$ cat src/rtl/vx_bank_flush_pkg.sv
// Shared definitions for the per-bank flush sequencer: FSM state encoding
// and the default select widths derived from the default bank geometry.
package vx_bank_flush_pkg;

  localparam int unsigned DEF_NUM_SETS = 64;
  localparam int unsigned DEF_NUM_WAYS = 4;

  localparam int unsigned LINE_SEL_BITS = $clog2(DEF_NUM_SETS);
  localparam int unsigned WAY_SEL_BITS  = $clog2(DEF_NUM_WAYS);

  typedef enum logic [2:0] {
    FLUSH_STATE_INIT  = 3'd0,
    FLUSH_STATE_IDLE  = 3'd1,
    FLUSH_STATE_WAIT1 = 3'd2,
    FLUSH_STATE_FLUSH = 3'd3,
    FLUSH_STATE_WAIT2 = 3'd4,
    FLUSH_STATE_DONE  = 3'd5
  } flush_state_e;

endpackage

$ cat src/rtl/vx_bank_flush_counter.sv
// Step counter for the flush walk: synchronous clear (priority over
// enable), enable-gated increment, and a terminal-count flag against a
// caller-supplied final value.
module vx_bank_flush_counter #(
  parameter int unsigned WIDTH = 8
) (
  input  logic             clk,
  input  logic             reset,
  input  logic             clr,
  input  logic             en,
  input  logic [WIDTH-1:0] max_val,
  output logic [WIDTH-1:0] count,
  output logic             tc_c
);

  logic [WIDTH-1:0] count_q;
  logic [WIDTH-1:0] count_d;

  // Next count: clear wins, otherwise advance only when enabled.
  always_comb begin
    count_d = count_q;
    if (clr) begin
      count_d = '0;
    end else if (en) begin
      count_d = count_q + WIDTH'(1);
    end
  end

  // Count register.
  always_ff @(posedge clk) begin
    if (reset) begin
      count_q <= '0;
    end else begin
      count_q <= count_d;
    end
  end

  assign count = count_q;
  assign tc_c  = (count_q == max_val);

endmodule

$ cat src/rtl/vx_bank_flush.sv
// Per-bank flush sequencer. Accepts a flush_begin pulse, waits for the bank
// to drain, walks every line (or every line/way in write-back mode) issuing
// flush requests, waits for the writebacks to drain and pulses flush_end.
// Define BANK_FLUSH_INIT_EN to add the post-reset tag-invalidation walk.
module vx_bank_flush
  import vx_bank_flush_pkg::*;
#(
  parameter int unsigned NUM_SETS  = DEF_NUM_SETS,
  parameter int unsigned NUM_WAYS  = DEF_NUM_WAYS,
  parameter bit          WRITEBACK = 1'b0
) (
  input  logic                        clk,
  input  logic                        reset,
  input  logic                        flush_begin,
  output logic                        flush_end,
  input  logic                        bank_empty,
  output logic                        flush_valid,
  input  logic                        flush_ready,
  output logic                        flush_init,
  output logic [$clog2(NUM_SETS)-1:0] flush_line,
  output logic [NUM_WAYS-1:0]         flush_way
);

  localparam int unsigned LINE_W    = $clog2(NUM_SETS);
  localparam int unsigned WAY_W     = (NUM_WAYS > 1) ? $clog2(NUM_WAYS) : 1;
  localparam int unsigned WAY_SHIFT = $clog2(NUM_WAYS);
  localparam int unsigned CNT_W     = $clog2(NUM_SETS * NUM_WAYS);
  localparam int unsigned STEPS     = WRITEBACK ? (NUM_SETS * NUM_WAYS) : NUM_SETS;

`ifdef BANK_FLUSH_INIT_EN
  localparam flush_state_e RESET_STATE = FLUSH_STATE_INIT;
`else
  localparam flush_state_e RESET_STATE = FLUSH_STATE_IDLE;
`endif

  flush_state_e     state_q, state_d;
  logic             pending_q, pending_d;
  logic [CNT_W-1:0] cnt;
  logic [CNT_W-1:0] cnt_max_c;
  logic             cnt_clr_c;
  logic             cnt_tc_c;
  logic             fire_c;
  logic [WAY_W-1:0] way_idx_c;

  assign fire_c    = flush_valid & flush_ready;
  assign way_idx_c = WAY_W'(cnt & CNT_W'(NUM_WAYS - 1));

  vx_bank_flush_counter #(
    .WIDTH (CNT_W)
  ) u_counter (
    .clk     (clk),
    .reset   (reset),
    .clr     (cnt_clr_c),
    .en      (fire_c),
    .max_val (cnt_max_c),
    .count   (cnt),
    .tc_c    (cnt_tc_c)
  );

  // State and sticky pending-request registers.
  always_ff @(posedge clk) begin
    if (reset) begin
      state_q   <= RESET_STATE;
      pending_q <= 1'b0;
    end else begin
      state_q   <= state_d;
      pending_q <= pending_d;
    end
  end

  // Next state, pending bookkeeping and counter control.
  always_comb begin
    state_d   = state_q;
    pending_d = pending_q;
    cnt_clr_c = 1'b0;
    cnt_max_c = CNT_W'(STEPS - 1);

    // Requests arriving while busy collapse into a single pending flush.
    if (flush_begin && (state_q != FLUSH_STATE_IDLE)) begin
      pending_d = 1'b1;
    end

    case (state_q)
`ifdef BANK_FLUSH_INIT_EN
      FLUSH_STATE_INIT: begin
        cnt_max_c = CNT_W'(NUM_SETS - 1);
        if (fire_c && cnt_tc_c) begin
          state_d   = FLUSH_STATE_IDLE;
          cnt_clr_c = 1'b1;
        end
      end
`endif
      FLUSH_STATE_IDLE: begin
        if (flush_begin || pending_q) begin
          state_d   = FLUSH_STATE_WAIT1;
          pending_d = 1'b0;
        end
      end
      FLUSH_STATE_WAIT1: begin
        if (bank_empty) begin
          state_d   = FLUSH_STATE_FLUSH;
          cnt_clr_c = 1'b1;
        end
      end
      FLUSH_STATE_FLUSH: begin
        if (fire_c && cnt_tc_c) begin
          state_d   = FLUSH_STATE_WAIT2;
          cnt_clr_c = 1'b1;
        end
      end
      FLUSH_STATE_WAIT2: begin
        if (bank_empty) begin
          state_d = FLUSH_STATE_DONE;
        end
      end
      FLUSH_STATE_DONE: begin
        state_d = FLUSH_STATE_IDLE;
      end
      default: begin
        state_d = RESET_STATE;
      end
    endcase
  end

  // Output decode from registered state and step counter only.
  always_comb begin
    flush_valid = 1'b0;
    flush_init  = 1'b0;
    flush_end   = 1'b0;
    flush_line  = LINE_W'(cnt);
    flush_way   = '1;

    case (state_q)
`ifdef BANK_FLUSH_INIT_EN
      FLUSH_STATE_INIT: begin
        flush_valid = 1'b1;
        flush_init  = 1'b1;
      end
`endif
      FLUSH_STATE_FLUSH: begin
        flush_valid = 1'b1;
        if (WRITEBACK) begin
          // Ways advance first: low counter bits pick the way, high bits the set.
          flush_line = LINE_W'(cnt >> WAY_SHIFT);
          flush_way  = NUM_WAYS'(1) << way_idx_c;
        end
      end
      FLUSH_STATE_DONE: begin
        flush_end = 1'b1;
      end
      default: begin
      end
    endcase
  end

endmodule

$ cat config.mk
export PLATFORM = sky130hd
export DESIGN_NAME = vx_bank_flush
export DESIGN_NICKNAME = d
export VERILOG_FILES = /design/src/rtl/vx_bank_flush_pkg.sv /design/src/rtl/vx_bank_flush_counter.sv /design/src/rtl/vx_bank_flush.sv
export SDC_FILE = /design/constraint.sdc
export NUM_CORES = 1
export LEC_CHECK = 0
export ABC_AREA = 1
export BUFFER_PORTS_ARGS = -buffer_cell sky130_fd_sc_hd__buf_2
export CORE_MARGIN = 4
export CORE_UTILIZATION = 46
export DETAILED_ROUTE_END_ITERATION = 16
export PLACE_DENSITY = 0.73
export SKIP_CTS_REPAIR_TIMING = 1
export SKIP_LAST_GASP = 1
export SYNTH_ARGS = -nofsm -noshare
export SYNTH_HDL_FRONTEND = slang
export SYNTH_SLANG_ARGS = --single-unit
$ cat constraint.sdc
create_clock -name clk -period 1.08 [get_ports clk]
set_input_delay 0.216 -clock clk [delete_from_list [all_inputs] [get_ports clk]]
set_output_delay 0.216 -clock clk [all_outputs]
set_load 0.005 [all_outputs]
After elaboration in Yosys (flattened, before gate mapping). Index checks and enable logic that the tools add are counted.

Register bits: 12. Latch bits: 0. RAM bits: 0. ROM bits: 0. Logic and storage cells: 34. Memories: 0.

Add/sub/neg operators: 1. Multiply operators: 0. Div/mod/pow operators: 0. Order comparisons: 0. Equality and inequality tests: 11. Shift-type cells: 0. Multiplexer cells: 13. Bitwise logic cells: 1. Reductions and logical operators: 5.

Operator list (number): two-way mux 3 bit (4); one-hot mux 3 bit (4 select lines) (1); adder 8 x 1 -> 8 bit (second input constant) (1); equality test 8 x 6 -> 1 bit (second input constant) (1); != test 2 bit (second input constant) (4); two-way mux 1 bit (7); equality test 3 x 2 -> 1 bit (second input constant) (2); equality test 3 bit (second input constant) (2); AND reduction 4 bit (1); equality test 3 x 1 -> 1 bit (second input constant) (1); != test 3 x 1 -> 1 bit (second input constant) (1); logical AND 1 bit (2); one-hot mux 1 bit (2 select lines) (1); OR reduction 2 bit (1); AND 1 bit (1); logical OR 1 bit (1).

Depth between registers and ports, before layout. Gate-level depths: netlist (run 1).

Word-level depth: 7. Mapped depth: 9. Gate-level depth less buffers: 9.

Cells and area by module. A second synthesis (run 1) with hierarchy kept.

Cell total of the unflattened synthesis: 146. Area, all modules: 852.1 um^2.

Modules (own cells, without submodules): vx_bank_flush_counter (instances 1, cells an instance 95, area each 541.8 um^2, seq. area each 160.2 um^2); vx_bank_flush (instances 1, cells an instance 51, area each 310.3 um^2, seq. area each 80.1 um^2).

Worst setup path before layout (run 1). OpenSTA, ideal clock, no wires.

Path type: register to register. Start point: register u_counter.count_q[0] (netlist: u_counter.count[0]). End point: register state_q[1]. Library setup time: 0.115 ns. Data arrival time: 1.045 ns. Setup slack: -0.080 ns. Cell stages (with the launch flop): 9. Path buffers: 0. Path through: dfxtp_1 ha_1 nand3_1 nor2_1 nand2_1 nand2_1 nand3_1 nand2_1 nor2_1.

Word-level cells in the longest chain between the ends: 4.

RTL lines: start, declared (line vx_bank_flush_counter.sv:16) `logic [WIDTH-1:0] count_q;`; start signal, assigned (line vx_bank_flush_counter.sv:34) `count_q <= count_d;`; equality test 8 x 6 -> 1 bit (line vx_bank_flush_counter.sv:39) `assign tc_c = (count_q == max_val);`; logical AND 1 bit (line vx_bank_flush.sv:106) `if (fire_c && cnt_tc_c) begin`; != test 2 bit (no source line); AND reduction 4 bit (no source line); end signal, assigned (line vx_bank_flush.sv:66) `state_q <= state_d;`; end, declared (line vx_bank_flush.sv:36) `flush_state_e state_q, state_d;`.

Every way passes these cells. A chain may end at the register's enable or synchronous reset.

Worst setup path after layout (run 1).
Start point: register state_q[0]. End point: output flush_valid.

Word-level cells in the longest chain between the ends: 2.

RTL lines: equality test 3 x 2 -> 1 bit (line vx_bank_flush.sv:133) `case (state_q)`; two-way mux 1 bit (line vx_bank_flush.sv:133); end, declared (line vx_bank_flush.sv:17) `output logic flush_valid,`.

Every way passes these cells.

==> impl_metrics.prom, run 1 <==
# TYPE chip_impl_metric gauge
chip_impl_info{name="status",value="complete, but fails checks"} 1
chip_impl_info{name="violations_in_the_final_reports",value="negative setup slack"} 1
chip_impl_metric{name="comb_pwr_share",unit="%"} 53.2
chip_impl_metric{name="drive_gt1_share",unit="%"} 43.3
chip_impl_info{name="cts_tree",value="yes"} 1
chip_impl_metric{name="p_int",unit="W"} 0.00119
chip_impl_metric{name="synth_edf_count",unit=""} 0
chip_impl_metric{name="achievable-frequency",unit="MHz"} 798
chip_impl_info{name="min_path_type",value="in -> reg"} 1
chip_impl_metric{name="die_w",unit="µm"} 48.4
chip_impl_metric{name="cts.path.max_buffers",unit=""} 2
chip_impl_metric{name="io-pin-count",unit=""} 18
chip_impl_metric{name="postSynthCellCount",unit=""} 113
chip_impl_metric{name="netlist_area",unit="µm²"} 751
chip_impl_metric{name="detail_route.iter0.violations",unit=""} 15
chip_impl_metric{name="port_buffers",unit=""} 12
chip_impl_metric{name="synth-seq-cells",unit=""} 12
chip_impl_metric{name="placeableCoreArea",unit="mm²"} 0.00152
chip_impl_info{name="worst_setup_path_end_kind",value="output pin"} 1
chip_impl_metric{name="synthesized_area_per_cell",unit="µm²"} 6.64
chip_impl_metric{name="antenna_left",unit=""} 0
chip_impl_metric{name="critical_path_required",unit="ps"} 860
chip_impl_metric{name="synth.distinct_cells",unit=""} 22
chip_impl_metric{name="groute.layer.met1.usage",unit="%"} 14.1
chip_impl_metric{name="dpl.cell_count",unit=""} 149
chip_impl_info{name="clock_tree.root_cell",value="sky130_fd_sc_hd__clkbuf_4"} 1
chip_impl_metric{name="finalClockSkew",unit="ps"} 2.04
chip_impl_info{name="rsz0062_at_grt",value="yes"} 1
chip_impl_metric{name="grt_antenna_before_repair",unit=""} 0
chip_impl_metric{name="clkSlewWorstSetupHoldPaths",unit="ps"} 70
chip_impl_metric{name="yosysWarnings",unit=""} 0
chip_impl_metric{name="setup_slack",unit="ps"} -174
chip_impl_metric{name="cellPowerDensity",unit="mW/mm²"} 1870
chip_impl_metric{name="routedWlPerCell",unit="µm"} 10.8
chip_impl_metric{name="synth_largest_type_area_fraction",unit="%"} 32.0
chip_impl_metric{name="register_area_share_after_synthesis",unit="%"} 32.0
chip_impl_metric{name="fin_crit",unit="ps"} 1250
chip_impl_metric{name="multiInputGateArea",unit="µm²"} 448
chip_impl_metric{name="n_fill_cell",unit=""} 136
chip_impl_metric{name="rows",unit=""} 14
chip_impl_metric{name="place_ws",unit="ps"} -180
chip_impl_metric{name="antennaDiodeCount",unit=""} 0
chip_impl_metric{name="final.hold.worst_slack",unit="ps"} 245
chip_impl_metric{name="drc_errors",unit=""} 0
chip_impl_info{name="synth_top_cells_by_area",value="sky130_fd_sc_hd__dfxtp_1 (32%), sky130_fd_sc_hd__nand2_1 (14%), sky130_fd_sc_hd__buf_4 (11%)"} 1
chip_impl_metric{name="detail_route.wirelength",unit="µm"} 1690
chip_impl_info{name="yosys_most_used_dff",value="sky130_fd_sc_hd__dfxtp_1"} 1
chip_impl_metric{name="final-instance-count-excl-fill",unit=""} 157
chip_impl_metric{name="grt_pass1_vias",unit=""} 669
chip_impl_metric{name="switching_share",unit="%"} 39.4
chip_impl_metric{name="gr_layer_usage_met2",unit="%"} 23.5
chip_impl_metric{name="clkLatencyLatePin",unit="ps"} 270
chip_impl_metric{name="vias_per_cell",unit=""} 4.85
chip_impl_metric{name="clock_power_share",unit="%"} 13.8
chip_impl_info{name="mostFrequentLayoutCells",value="sky130_fd_sc_hd__nand2_1 (25), sky130_fd_sc_hd__buf_4 (18), sky130_fd_sc_hd__inv_1 (12), sky130_fd_sc_hd__a21oi_1 (10), sky130_fd_sc_hd__buf_2 (10)"} 1
chip_impl_info{name="grt.busiest_layer",value="met2"} 1
chip_impl_info{name="crit_type",value="reg -> out"} 1
chip_impl_metric{name="grt_overflow_total",unit=""} 0
chip_impl_metric{name="final_core_util",unit="%"} 68.6
chip_impl_metric{name="static-leakage-power",unit="nW"} 0.507
chip_impl_metric{name="max-vdd-ir-drop",unit="V"} 0.00119
chip_impl_metric{name="fp.dieArea",unit="mm²"} 0.00234
chip_impl_metric{name="die_h",unit="µm"} 48.4
chip_impl_info{name="yosysTopAreaCell",value="sky130_fd_sc_hd__dfxtp_1"} 1
chip_impl_metric{name="final-hold-violation-count",unit=""} 0
chip_impl_metric{name="seq_area",unit="µm²"} 256
chip_impl_metric{name="synthToLayoutAreaGrowth",unit="%"} 39.3
chip_impl_info{name="mostFrequentLayoutCell",value="sky130_fd_sc_hd__nand2_1"} 1
chip_impl_metric{name="final_max_slew_viol_count",unit=""} 0
chip_impl_info{name="startpoint_type_of_the_worst_setup_path",value="register"} 1
chip_impl_metric{name="vias",unit=""} 762
chip_impl_metric{name="cts_inserted_buffers",unit=""} 3
chip_impl_metric{name="power_frac_seq",unit="%"} 33.0
chip_impl_metric{name="setup_failing_eps_final",unit=""} 14
chip_impl_metric{name="cts_htree_levels",unit=""} 1
chip_impl_metric{name="start_util",unit="%"} 49.3
chip_impl_metric{name="final_min_period_over_clock_period",unit="%"} 116
chip_impl_metric{name="switchingPower",unit="W"} 0.000771
chip_impl_metric{name="detailed_place_hpwl",unit="µm"} 1260
chip_impl_metric{name="grt_start_max_net_pins",unit=""} 9
chip_impl_metric{name="global_route_wire_length_before_repair",unit="µm"} 2490
chip_impl_metric{name="gpl.final_weighted_congestion",unit=""} 0.782
chip_impl_metric{name="asyncSetResetFlopFracSynth",unit="%"} 0
chip_impl_metric{name="drt_first_pass_iters",unit=""} 4
chip_impl_metric{name="track_usage",unit="%"} 13.1
chip_impl_metric{name="max_cap_viol_count",unit=""} 0
chip_impl_metric{name="design_power_total",unit="W"} 0.00196
chip_impl_metric{name="clock-sinks",unit=""} 12
chip_impl_metric{name="final_nets",unit=""} 149
chip_impl_metric{name="largest_fanout_on_the_critical_path",unit=""} 6
chip_impl_metric{name="grtUsageMet3",unit="%"} 2.76
chip_impl_metric{name="critPathArrivalTime",unit="ps"} 1040
## final timing paths
path	endpoint	cells after the start	start	slack, ps
max	flush_valid	4	state_q[0]	-170
min	state_q[0]	3	reset	250
max reg2reg	state_q[1]	8	u_counter.count[1]	-130
min reg2reg	u_counter.count[0]	2	u_counter.count[0]	520
## cell type report
cell class	instances	share of cell area, %
inverter	14	5.50
multi-input combinational	79	42.8
tap	16	1.91
clock buffer	3	2.15
sequential	12	24.5
timing repair buffer	33	23.1
## power by group through the flow
stage / Combinational, W / Sequential (W) / Clock, W
2_1_floorplan: 0.000570 / 0.000626 / 0
3_3_place_gp: 0.000853 / 0.000633 / 0
3_5_place_dp: 0.000876 / 0.000637 / 0
4_1_cts: 0.000878 / 0.000628 / 0.000276
5_1_grt: 0.00114 / 0.000654 / 0.000297
6_report: 0.00104 / 0.000647 / 0.000271
## synthesized netlist by cell type (2+ instances only)
master	count
sky130_fd_sc_hd__nand2_1	28
sky130_fd_sc_hd__dfxtp_1	12
sky130_fd_sc_hd__inv_1	12
sky130_fd_sc_hd__nor2_1	12
sky130_fd_sc_hd__buf_4	11
sky130_fd_sc_hd__a21oi_1	10
sky130_fd_sc_hd__nand3_1	7
sky130_fd_sc_hd__conb_1	2
sky130_fd_sc_hd__inv_2	2
sky130_fd_sc_hd__nand3b_1	2
sky130_fd_sc_hd__nand4_1	2
sky130_fd_sc_hd__o21ai_0	2
sky130_fd_sc_hd__or2_0	2
## cell families (layout without fill, tap and decap cells)
group / count (synthesis) / count (layout) / share of synthesized area [%]
DFF: 12 / 12 / 32.0
buffers and inverters: 25 / 50 / 18.0
AOI/OAI and AO/OA: 14 / 14 / 10.8
and+or+nand+nor: 58 / 58 / 35.3
adders and majority gates: 1 / 1 / 1.67
other: 2 / 5 / 1.00
xor gates and xnor gates: 1 / 1 / 1.17
## flip-flops by register name, summed over array words and instances, names as in the netlist
register,cells
pending_q,1
u_counter.count,8
state_q,3
## per-layer routing
metal	wire length (µm)	vias to the layer above
li1	-	397
met5	0	-
met3	66	4
met2	887	12
met4	24	0
met1	712	349
## worst max-delay path: stages (launching register included)
cell and delay, ps:
sky130_fd_sc_hd__dfxtp_4 400, sky130_fd_sc_hd__nand3_4 100, sky130_fd_sc_hd__inv_4 80, sky130_fd_sc_hd__buf_6 100, sky130_fd_sc_hd__buf_6 80
## per-stage QoR
step	instance area, µm²	setup TNS (ps)
global route	1050	-2590
detailed placement	936	-1730
finish	1050	-1500
floorplan	818	-224
global placement	936	-1570
CTS	958	-2260
(Power assumes the default switching activity.)
==> run 2, diff against run 1 <==
--- a/config.mk
+++ b/config.mk
@@ -8,11 +8,12 @@
 export ABC_AREA = 1
 export BUFFER_PORTS_ARGS = -buffer_cell sky130_fd_sc_hd__buf_2
 export CORE_MARGIN = 4
-export CORE_UTILIZATION = 46
+export CORE_UTILIZATION = 47
 export DETAILED_ROUTE_END_ITERATION = 16
 export PLACE_DENSITY = 0.73
 export SKIP_CTS_REPAIR_TIMING = 1
 export SKIP_LAST_GASP = 1
 export SYNTH_ARGS = -nofsm -noshare
 export SYNTH_HDL_FRONTEND = slang
+export SYNTH_HIERARCHICAL = 1
 export SYNTH_SLANG_ARGS = --single-unit
==> impl_metrics.prom, run 2 <==
# TYPE chip_impl_metric gauge
chip_impl_info{name="status",value="complete, but fails checks"} 1
chip_impl_info{name="violations_in_the_final_reports",value="negative setup slack"} 1
chip_impl_metric{name="start_util",unit="%"} 49.3
chip_impl_metric{name="drc_errors",unit=""} 0
chip_impl_metric{name="vias_per_cell",unit=""} 4.33
chip_impl_metric{name="switching_share",unit="%"} 37.9
chip_impl_metric{name="final_max_slew_viol_count",unit=""} 0
chip_impl_metric{name="grt_overflow_total",unit=""} 0
chip_impl_metric{name="worst-r2r-setup-slack",unit="ps"} -300
chip_impl_metric{name="largest_fanout_on_the_critical_path",unit=""} 8
chip_impl_metric{name="gpl.final_weighted_congestion",unit=""} 0.820
chip_impl_metric{name="achievable-frequency",unit="MHz"} 725
chip_impl_metric{name="port_buffers",unit=""} 12
chip_impl_metric{name="final_min_period_over_clock_period",unit="%"} 128
chip_impl_info{name="synth.most_common_cell",value="sky130_fd_sc_hd__nand2_1"} 1
chip_impl_metric{name="register_area_share_after_synthesis",unit="%"} 28.2
chip_impl_metric{name="antenna_left",unit=""} 0
chip_impl_metric{name="r2r_worst_path_depth",unit=""} 11
chip_impl_metric{name="die_w",unit="µm"} 50.6
chip_impl_metric{name="worstHoldPathCells",unit=""} 2
chip_impl_metric{name="synth_xor_area_share",unit="%"} 0
chip_impl_info{name="worst_r2r_startpoint",value="u_counter/count[0]"} 1
chip_impl_metric{name="drt_first_pass_iters",unit=""} 4
chip_impl_metric{name="cts_htree_levels",unit=""} 1
chip_impl_info{name="min_path_type",value="in -> reg"} 1
chip_impl_metric{name="detail_route.wirelength",unit="µm"} 2270
chip_impl_metric{name="postSynthCellCount",unit=""} 146
chip_impl_metric{name="grt_pass1_vias",unit=""} 889
chip_impl_metric{name="routedWlPerCell",unit="µm"} 9.90
chip_impl_metric{name="fp.dieArea",unit="mm²"} 0.00256
chip_impl_metric{name="synthesized_area_per_cell",unit="µm²"} 5.84
chip_impl_metric{name="power_frac_seq",unit="%"} 28.3
chip_impl_metric{name="die_h",unit="µm"} 50.6
chip_impl_metric{name="grt_start_max_net_pins",unit=""} 10
chip_impl_metric{name="antennaDiodeCount",unit=""} 0
chip_impl_metric{name="rows",unit=""} 15
chip_impl_info{name="largest_family_of_logic_cells_by_synthesized_area",value="simple AND/OR/NAND/NOR gates"} 1
chip_impl_info{name="worstSetupStartpoint",value="u_counter/count[0]"} 1
chip_impl_metric{name="clock_power_share",unit="%"} 16.9
chip_impl_metric{name="netlist_area",unit="µm²"} 852
chip_impl_metric{name="fin_crit",unit="ps"} 1380
chip_impl_info{name="yosys_most_used_dff",value="sky130_fd_sc_hd__dfxtp_1"} 1
chip_impl_metric{name="tns",unit="ps"} -3000
chip_impl_metric{name="detail_route.iter0.violations",unit=""} 10
chip_impl_info{name="clock_tree.root_cell",value="sky130_fd_sc_hd__clkbuf_4"} 1
chip_impl_metric{name="vias",unit=""} 991
chip_impl_metric{name="cts.path.max_buffers",unit=""} 2
chip_impl_metric{name="detailed_place_hpwl",unit="µm"} 1650
chip_impl_metric{name="clock-sinks",unit=""} 12
chip_impl_metric{name="synth_largest_type_area_fraction",unit="%"} 28.2
chip_impl_metric{name="critical_path_required",unit="ps"} 1270
chip_impl_metric{name="finalClockSkew",unit="ps"} 0.587
chip_impl_metric{name="p_int",unit="W"} 0.00135
chip_impl_metric{name="io-pin-count",unit=""} 18
chip_impl_metric{name="grt_antenna_before_repair",unit=""} 0
chip_impl_metric{name="synth_edf_count",unit=""} 0
chip_impl_info{name="synth_top_cells_by_area",value="sky130_fd_sc_hd__dfxtp_1 (28%), sky130_fd_sc_hd__nand2_1 (19%), sky130_fd_sc_hd__nor2_1 (11%)"} 1
chip_impl_metric{name="switchingPower",unit="W"} 0.000823
chip_impl_info{name="worst_setup_path_end_kind",value="register"} 1
chip_impl_info{name="yosysTopAreaCell",value="sky130_fd_sc_hd__dfxtp_1"} 1
chip_impl_metric{name="final_nets",unit=""} 211
chip_impl_metric{name="synth-compound-area-share",unit="%"} 7.93
chip_impl_metric{name="global_route_wire_length_before_repair",unit="µm"} 3580
chip_impl_metric{name="final_core_util",unit="%"} 78.9
chip_impl_info{name="worst_setup_path_endpoint",value="u_counter/count[1]"} 1
chip_impl_metric{name="clkLatencyLatePin",unit="ps"} 270
chip_impl_metric{name="comb_pwr_share",unit="%"} 54.7
chip_impl_info{name="mostFrequentLayoutCell",value="sky130_fd_sc_hd__nand2_1"} 1
chip_impl_metric{name="synthToLayoutAreaGrowth",unit="%"} 59.9
chip_impl_metric{name="clkSlewWorstSetupHoldPaths",unit="ps"} 80
chip_impl_metric{name="final-hold-violation-count",unit=""} 0
chip_impl_metric{name="track_usage",unit="%"} 18.1
chip_impl_metric{name="post_synth_mux_area_share",unit="%"} 0
chip_impl_info{name="r2r-end",value="u_counter/count[1]"} 1
chip_impl_metric{name="final.hold.worst_slack",unit="ps"} 173
chip_impl_metric{name="synth.distinct_cells",unit=""} 21
chip_impl_metric{name="drive_gt1_share",unit="%"} 44.1
chip_impl_metric{name="synth_adder_area_share",unit="%"} 1.47
chip_impl_info{name="cts_tree",value="yes"} 1
chip_impl_metric{name="asyncSetResetFlopFracSynth",unit="%"} 0
chip_impl_metric{name="yosysWarnings",unit=""} 6
chip_impl_metric{name="placeableCoreArea",unit="mm²"} 0.00173
chip_impl_info{name="rsz0062_at_grt",value="yes"} 1
chip_impl_metric{name="setup_failing_eps_final",unit=""} 14
chip_impl_info{name="startpoint_type_of_the_worst_setup_path",value="register"} 1
chip_impl_metric{name="max_cap_viol_count",unit=""} 0
chip_impl_info{name="synth_common_cells",value="sky130_fd_sc_hd__nand2_1 (42), sky130_fd_sc_hd__nor2_1 (26), sky130_fd_sc_hd__inv_1 (21)"} 1
chip_impl_metric{name="max-vdd-ir-drop",unit="V"} 0.00155
chip_impl_metric{name="static-leakage-power",unit="nW"} 0.731
chip_impl_metric{name="cts_inserted_buffers",unit=""} 3
chip_impl_metric{name="max_reg_flops",unit=""} 8
chip_impl_metric{name="cellPowerDensity",unit="mW/mm²"} 1590
chip_impl_metric{name="setup_slack",unit="ps"} -299
chip_impl_metric{name="yosys.area_share.simple",unit="%"} 45.2
chip_impl_metric{name="critPathArrivalTime",unit="ps"} 1570
chip_impl_info{name="crit_type",value="reg -> reg"} 1
chip_impl_metric{name="design_power_total",unit="W"} 0.00217
chip_impl_metric{name="synth-seq-cells",unit=""} 12
chip_impl_info{name="mostFrequentLayoutCells",value="sky130_fd_sc_hd__nand2_1 (38), sky130_fd_sc_hd__buf_4 (22), sky130_fd_sc_hd__nor2_1 (21), sky130_fd_sc_hd__conb_1 (21), sky130_fd_sc_hd__inv_1 (15)"} 1
run 2: power by group through the flow:
stage	sequential (W)	combinational, W	clock [W]
2_1_floorplan	0.000625	0.000529	0
5_1_grt	0.000623	0.00131	0.000394
4_1_cts	0.000591	0.000972	0.000373
6_report	0.000615	0.00119	0.000368
3_3_place_gp	0.000596	0.000929	0
3_5_place_dp	0.000601	0.000965	0
run 2: cell families (layout without fill, tap and decap cells):
group / Yosys count / count (layout)
other: 2 / 21
adder cells (fa/ha/maj): 1 / 1
AO/OA/AOI/OAI: 12 / 12
AND/OR/NAND/NOR: 88 / 88
buffers and inverters: 31 / 70
flip-flops: 12 / 12
run 2: how the worst min path moves through the flow:
stage          startpoint         to  slack, ps
2_1_floorplan       reset  pending_q        300
3_3_place_gp        reset  pending_q        430
3_5_place_dp        reset  pending_q        440
4_1_cts             reset  pending_q        150
5_1_grt             reset  pending_q        180
6_report            reset  pending_q        170
run 2: area by class of cell:
type / count / area [µm²]
clock buffers: 4 / 36.3
fillers: 127 / 364
inverters: 25 / 93.8
multi-input cells: 122 / 613
flip-flops and latches: 12 / 265
well taps: 25 / 31.3
repair buffers: 41 / 323
run 2: critical path: stages (launching register included):
cell                      delay [ps]
sky130_fd_sc_hd__dfxtp_4         350
sky130_fd_sc_hd__nand2_2          60
sky130_fd_sc_hd__inv_2            30
sky130_fd_sc_hd__nor2_2           80
sky130_fd_sc_hd__nor2_1           40
sky130_fd_sc_hd__nand2_1          70
sky130_fd_sc_hd__nor2_2           40
sky130_fd_sc_hd__nand2_1         100
sky130_fd_sc_hd__o21ai_2          80
sky130_fd_sc_hd__nor2_4          190
sky130_fd_sc_hd__o21ai_1         110
sky130_fd_sc_hd__a21oi_1         140
run 2: through the flow:
step | instances | cell area, µm² | setup slack (ps)
after global placement | 218 | 1180 | -286
after floorplan | 165 | 970 | -174
final | 229 | 1360 | -299
after detailed placement | 218 | 1180 | -305
after CTS | 222 | 1210 | -385
after global routing | 229 | 1360 | -464
run 2: routing by layer:
metal / global-route usage (%) / vias to the layer above / part of all wire, %
met5: 0 / - / 0
met4: 7.17 / 0 / 2.4
met3: 1.78 / 6 / 2.4
met2: 35.4 / 18 / 57
met1: 19.3 / 439 / 38
li1: - / 528 / -
==> run 3, diff against run 2 <==
--- a/config.mk
+++ b/config.mk
@@ -5,12 +5,11 @@
 export SDC_FILE = /design/constraint.sdc
 export NUM_CORES = 1
 export LEC_CHECK = 0
-export ABC_AREA = 1
 export BUFFER_PORTS_ARGS = -buffer_cell sky130_fd_sc_hd__buf_2
 export CORE_MARGIN = 4
-export CORE_UTILIZATION = 47
+export CORE_UTILIZATION = 45
 export DETAILED_ROUTE_END_ITERATION = 16
-export PLACE_DENSITY = 0.73
+export PLACE_DENSITY = 0.72
 export SKIP_CTS_REPAIR_TIMING = 1
 export SKIP_LAST_GASP = 1
 export SYNTH_ARGS = -nofsm -noshare
==> impl_metrics.prom, run 3 <==
# TYPE chip_impl_metric gauge
chip_impl_metric{name="cellPowerDensity",unit="mW/mm²"} 939
chip_impl_metric{name="synthesized_area_per_cell",unit="µm²"} 8.17
chip_impl_metric{name="register_area_share_after_synthesis",unit="%"} 33.8
chip_impl_metric{name="detailed_place_hpwl",unit="µm"} 1160
chip_impl_metric{name="die_w",unit="µm"} 47.7
chip_impl_info{name="synth.most_common_cell",value="sky130_fd_sc_hd__dfxtp_1"} 1
chip_impl_metric{name="drt_first_pass_iters",unit=""} 4
chip_impl_metric{name="clock-sinks",unit=""} 12
chip_impl_metric{name="largest_fanout_on_the_critical_path",unit=""} 8
chip_impl_info{name="r2r-end",value="u_counter/count[2]"} 1
chip_impl_metric{name="dpl-instance-area",unit="µm²"} 932
chip_impl_metric{name="achievable-frequency",unit="MHz"} 729
chip_impl_metric{name="vias",unit=""} 697
chip_impl_info{name="min_delay_worst_endpoint",value="state_q[2]"} 1
chip_impl_metric{name="setup_slack",unit="ps"} -291
chip_impl_info{name="synth_top_cells_by_area",value="sky130_fd_sc_hd__dfxtp_1 (34%), sky130_fd_sc_hd__xnor2_1 (11%), sky130_fd_sc_hd__buf_4 (6.3%)"} 1
chip_impl_metric{name="grt_start_max_net_pins",unit=""} 10
chip_impl_metric{name="grt_pass1_vias",unit=""} 591
chip_impl_metric{name="grt_antenna_before_repair",unit=""} 0
chip_impl_metric{name="die_h",unit="µm"} 47.7
chip_impl_metric{name="synthToLayoutAreaGrowth",unit="%"} 50.0
chip_impl_metric{name="grt_overflow_total",unit=""} 0
chip_impl_metric{name="track_usage",unit="%"} 15.1
chip_impl_metric{name="cts_inserted_buffers",unit=""} 3
chip_impl_metric{name="gpl.final_weighted_congestion",unit=""} 0.838
chip_impl_metric{name="r2r_worst_path_depth",unit=""} 7
chip_impl_metric{name="placeableCoreArea",unit="mm²"} 0.00151
chip_impl_metric{name="antenna_left",unit=""} 0
chip_impl_info{name="crit_path_top_delay_cell",value="sky130_fd_sc_hd__dfxtp_2"} 1
chip_impl_info{name="min_path_type",value="in -> reg"} 1
chip_impl_metric{name="synth_edf_count",unit=""} 0
chip_impl_info{name="startpoint_type_of_the_worst_setup_path",value="register"} 1
chip_impl_metric{name="synth.distinct_cells",unit=""} 32
chip_impl_metric{name="max_reg_flops",unit=""} 8
chip_impl_info{name="cts_tree",value="yes"} 1
chip_impl_metric{name="setup_failing_eps_final",unit=""} 14
chip_impl_metric{name="clkLatencyLatePin",unit="ps"} 270
chip_impl_info{name="min_from",value="reset"} 1
chip_impl_metric{name="final.hold.worst_slack",unit="ps"} 170
chip_impl_metric{name="final_nets",unit=""} 132
chip_impl_metric{name="cts_htree_levels",unit=""} 1
chip_impl_metric{name="synth_largest_type_area_fraction",unit="%"} 33.8
chip_impl_metric{name="synth-seq-cells",unit=""} 12
chip_impl_metric{name="worst-r2r-setup-slack",unit="ps"} -290
chip_impl_metric{name="final-hold-violation-count",unit=""} 0
chip_impl_info{name="worst_setup_path_end_kind",value="register"} 1
chip_impl_metric{name="io-pin-count",unit=""} 18
chip_impl_metric{name="port_buffers",unit=""} 12
chip_impl_metric{name="cts.path.max_buffers",unit=""} 2
chip_impl_metric{name="detail_route.wirelength",unit="µm"} 1650
chip_impl_metric{name="postLayoutCellArea",unit="mm²"} 0.00107
chip_impl_metric{name="antennaDiodeCount",unit=""} 0
chip_impl_info{name="yosys_most_used_dff",value="sky130_fd_sc_hd__dfxtp_1"} 1
chip_impl_metric{name="fp.dieArea",unit="mm²"} 0.00228
chip_impl_info{name="synth_common_cells",value="sky130_fd_sc_hd__dfxtp_1 (12), sky130_fd_sc_hd__nor2_1 (10), sky130_fd_sc_hd__xnor2_1 (9)"} 1
chip_impl_info{name="rsz0062_at_grt",value="yes"} 1
chip_impl_metric{name="clkSlewWorstSetupHoldPaths",unit="ps"} 80
chip_impl_metric{name="postSynthCellCount",unit=""} 87
chip_impl_metric{name="global_route_wire_length_before_repair",unit="µm"} 2350
chip_impl_info{name="clock_tree.root_cell",value="sky130_fd_sc_hd__clkbuf_4"} 1
chip_impl_info{name="crit_type",value="reg -> reg"} 1
chip_impl_metric{name="timing.critical_path.slowest_cell_delay",unit="ps"} 350
chip_impl_metric{name="netlist_area",unit="µm²"} 711
chip_impl_metric{name="worstHoldPathCells",unit=""} 2
chip_impl_metric{name="fin_crit",unit="ps"} 1370
chip_impl_metric{name="asyncSetResetFlopFracSynth",unit="%"} 0
chip_impl_metric{name="yosysWarnings",unit=""} 6
chip_impl_metric{name="max_cap_viol_count",unit=""} 0
chip_impl_metric{name="rows",unit=""} 14
chip_impl_metric{name="start_util",unit="%"} 47.2
chip_impl_info{name="worst_r2r_startpoint",value="u_counter/count[1]"} 1
chip_impl_metric{name="drive_gt1_share",unit="%"} 46.4
chip_impl_metric{name="critPathArrivalTime",unit="ps"} 1540
chip_impl_metric{name="static-leakage-power",unit="nW"} 0.466
chip_impl_metric{name="vias_per_cell",unit=""} 4.94
chip_impl_metric{name="routedWlPerCell",unit="µm"} 11.7
chip_impl_metric{name="critical_path_required",unit="ps"} 1250
chip_impl_metric{name="max-vdd-ir-drop",unit="V"} 0.000607
chip_impl_metric{name="final_max_slew_viol_count",unit=""} 0
chip_impl_info{name="cells_traversed_along_the_worst_timing_path",value="xnor2_1 > nand4_1 > nor2_2 > a31oi_1 > nor3_1 > or2_4 > nor2_1"} 1
chip_impl_info{name="mostFrequentLayoutCells",value="sky130_fd_sc_hd__conb_1 (13), sky130_fd_sc_hd__buf_6 (13), sky130_fd_sc_hd__buf_4 (11), sky130_fd_sc_hd__nor2_1 (9)"} 1
chip_impl_metric{name="finalClockSkew",unit="ps"} 4.72
chip_impl_info{name="status",value="complete, but fails checks"} 1
chip_impl_metric{name="final_core_util",unit="%"} 70.8
chip_impl_info{name="violations_in_the_final_reports",value="negative setup slack"} 1
chip_impl_metric{name="place_ws",unit="ps"} -307
chip_impl_metric{name="final_min_period_over_clock_period",unit="%"} 127
chip_impl_info{name="yosysTopAreaCell",value="sky130_fd_sc_hd__dfxtp_1"} 1
chip_impl_metric{name="drc_errors",unit=""} 0
chip_impl_metric{name="detail_route.iter0.violations",unit=""} 10
run 3: worst max-delay path, delay by kind of cell (launching register included):
family	cells	cell delay (ps)
simple gates	5	690
xor+xnor	1	150
compound gates	1	80
flops	1	350
run 3: cell type report:
| type | instances | area [µm²] |
|---|---|---|
| Multi-Input combinational cell | 76 | 489 |
| Inverter | 1 | 3.75 |
| Timing Repair Buffer | 32 | 269 |
| Tap cell | 16 | 20.0 |
| Clock buffer | 4 | 26.3 |
| Sequential cell | 12 | 258 |
| Fill cell | 119 | 440 |
run 3: how the worst max path moves through the flow:
stage | slack [ps] | to | start
3_5_place_dp | -310 | u_counter/count[2] | u_counter/count[6]
2_1_floorplan | -370 | u_counter/count[5] | state_q[0]
3_3_place_gp | -270 | u_counter/count[1] | u_counter/count[6]
4_1_cts | -330 | u_counter/count[2] | u_counter/count[6]
6_report | -290 | u_counter/count[2] | u_counter/count[1]
5_1_grt | -470 | u_counter/count[6] | u_counter/count[6]
run 3: stage by stage:
step                      std cells  TNS, ps  power (W)
after detailed placement        133    -3010   0.000665
after global routing            141    -5170    0.00105
after floorplan                  98    -2980   0.000625
final                           141    -3160    0.00100
after CTS                       137    -3870   0.000961
after global placement          133    -2560   0.000662
run 3: cells by family (layout without fill, tap and decap cells):
| group | after synthesis | in the layout | share of synthesized area [%] |
|---|---|---|---|
| xor gates and xnor gates | 12 | 12 | 14.8 |
| buffers and inverters | 10 | 37 | 8.63 |
| DFF | 12 | 12 | 33.8 |
| muxes | 1 | 1 | 1.41 |
| and+or+nand+nor | 34 | 34 | 25.9 |
| other | 2 | 13 | 1.06 |
| AOI/OAI and AO/OA | 15 | 15 | 12.7 |
| adders and majority gates | 1 | 1 | 1.76 |
run 3: report_power, final:
group,switching (W),internal (W)
combinational,0.000109,0.000128
clock,0.000152,0.000143
sequential,0.0000110,0.000458
run 3: layer usage:
metal	GRT usage [%]	routed length, µm	part of all wire, %	vias to the layer above
met2	25.3	825	50	19
met3	3.38	88	5.3	2
met5	0	0	0	-
met1	16.9	724	44	321
met4	9.68	10	0.61	0
li1	-	-	-	355
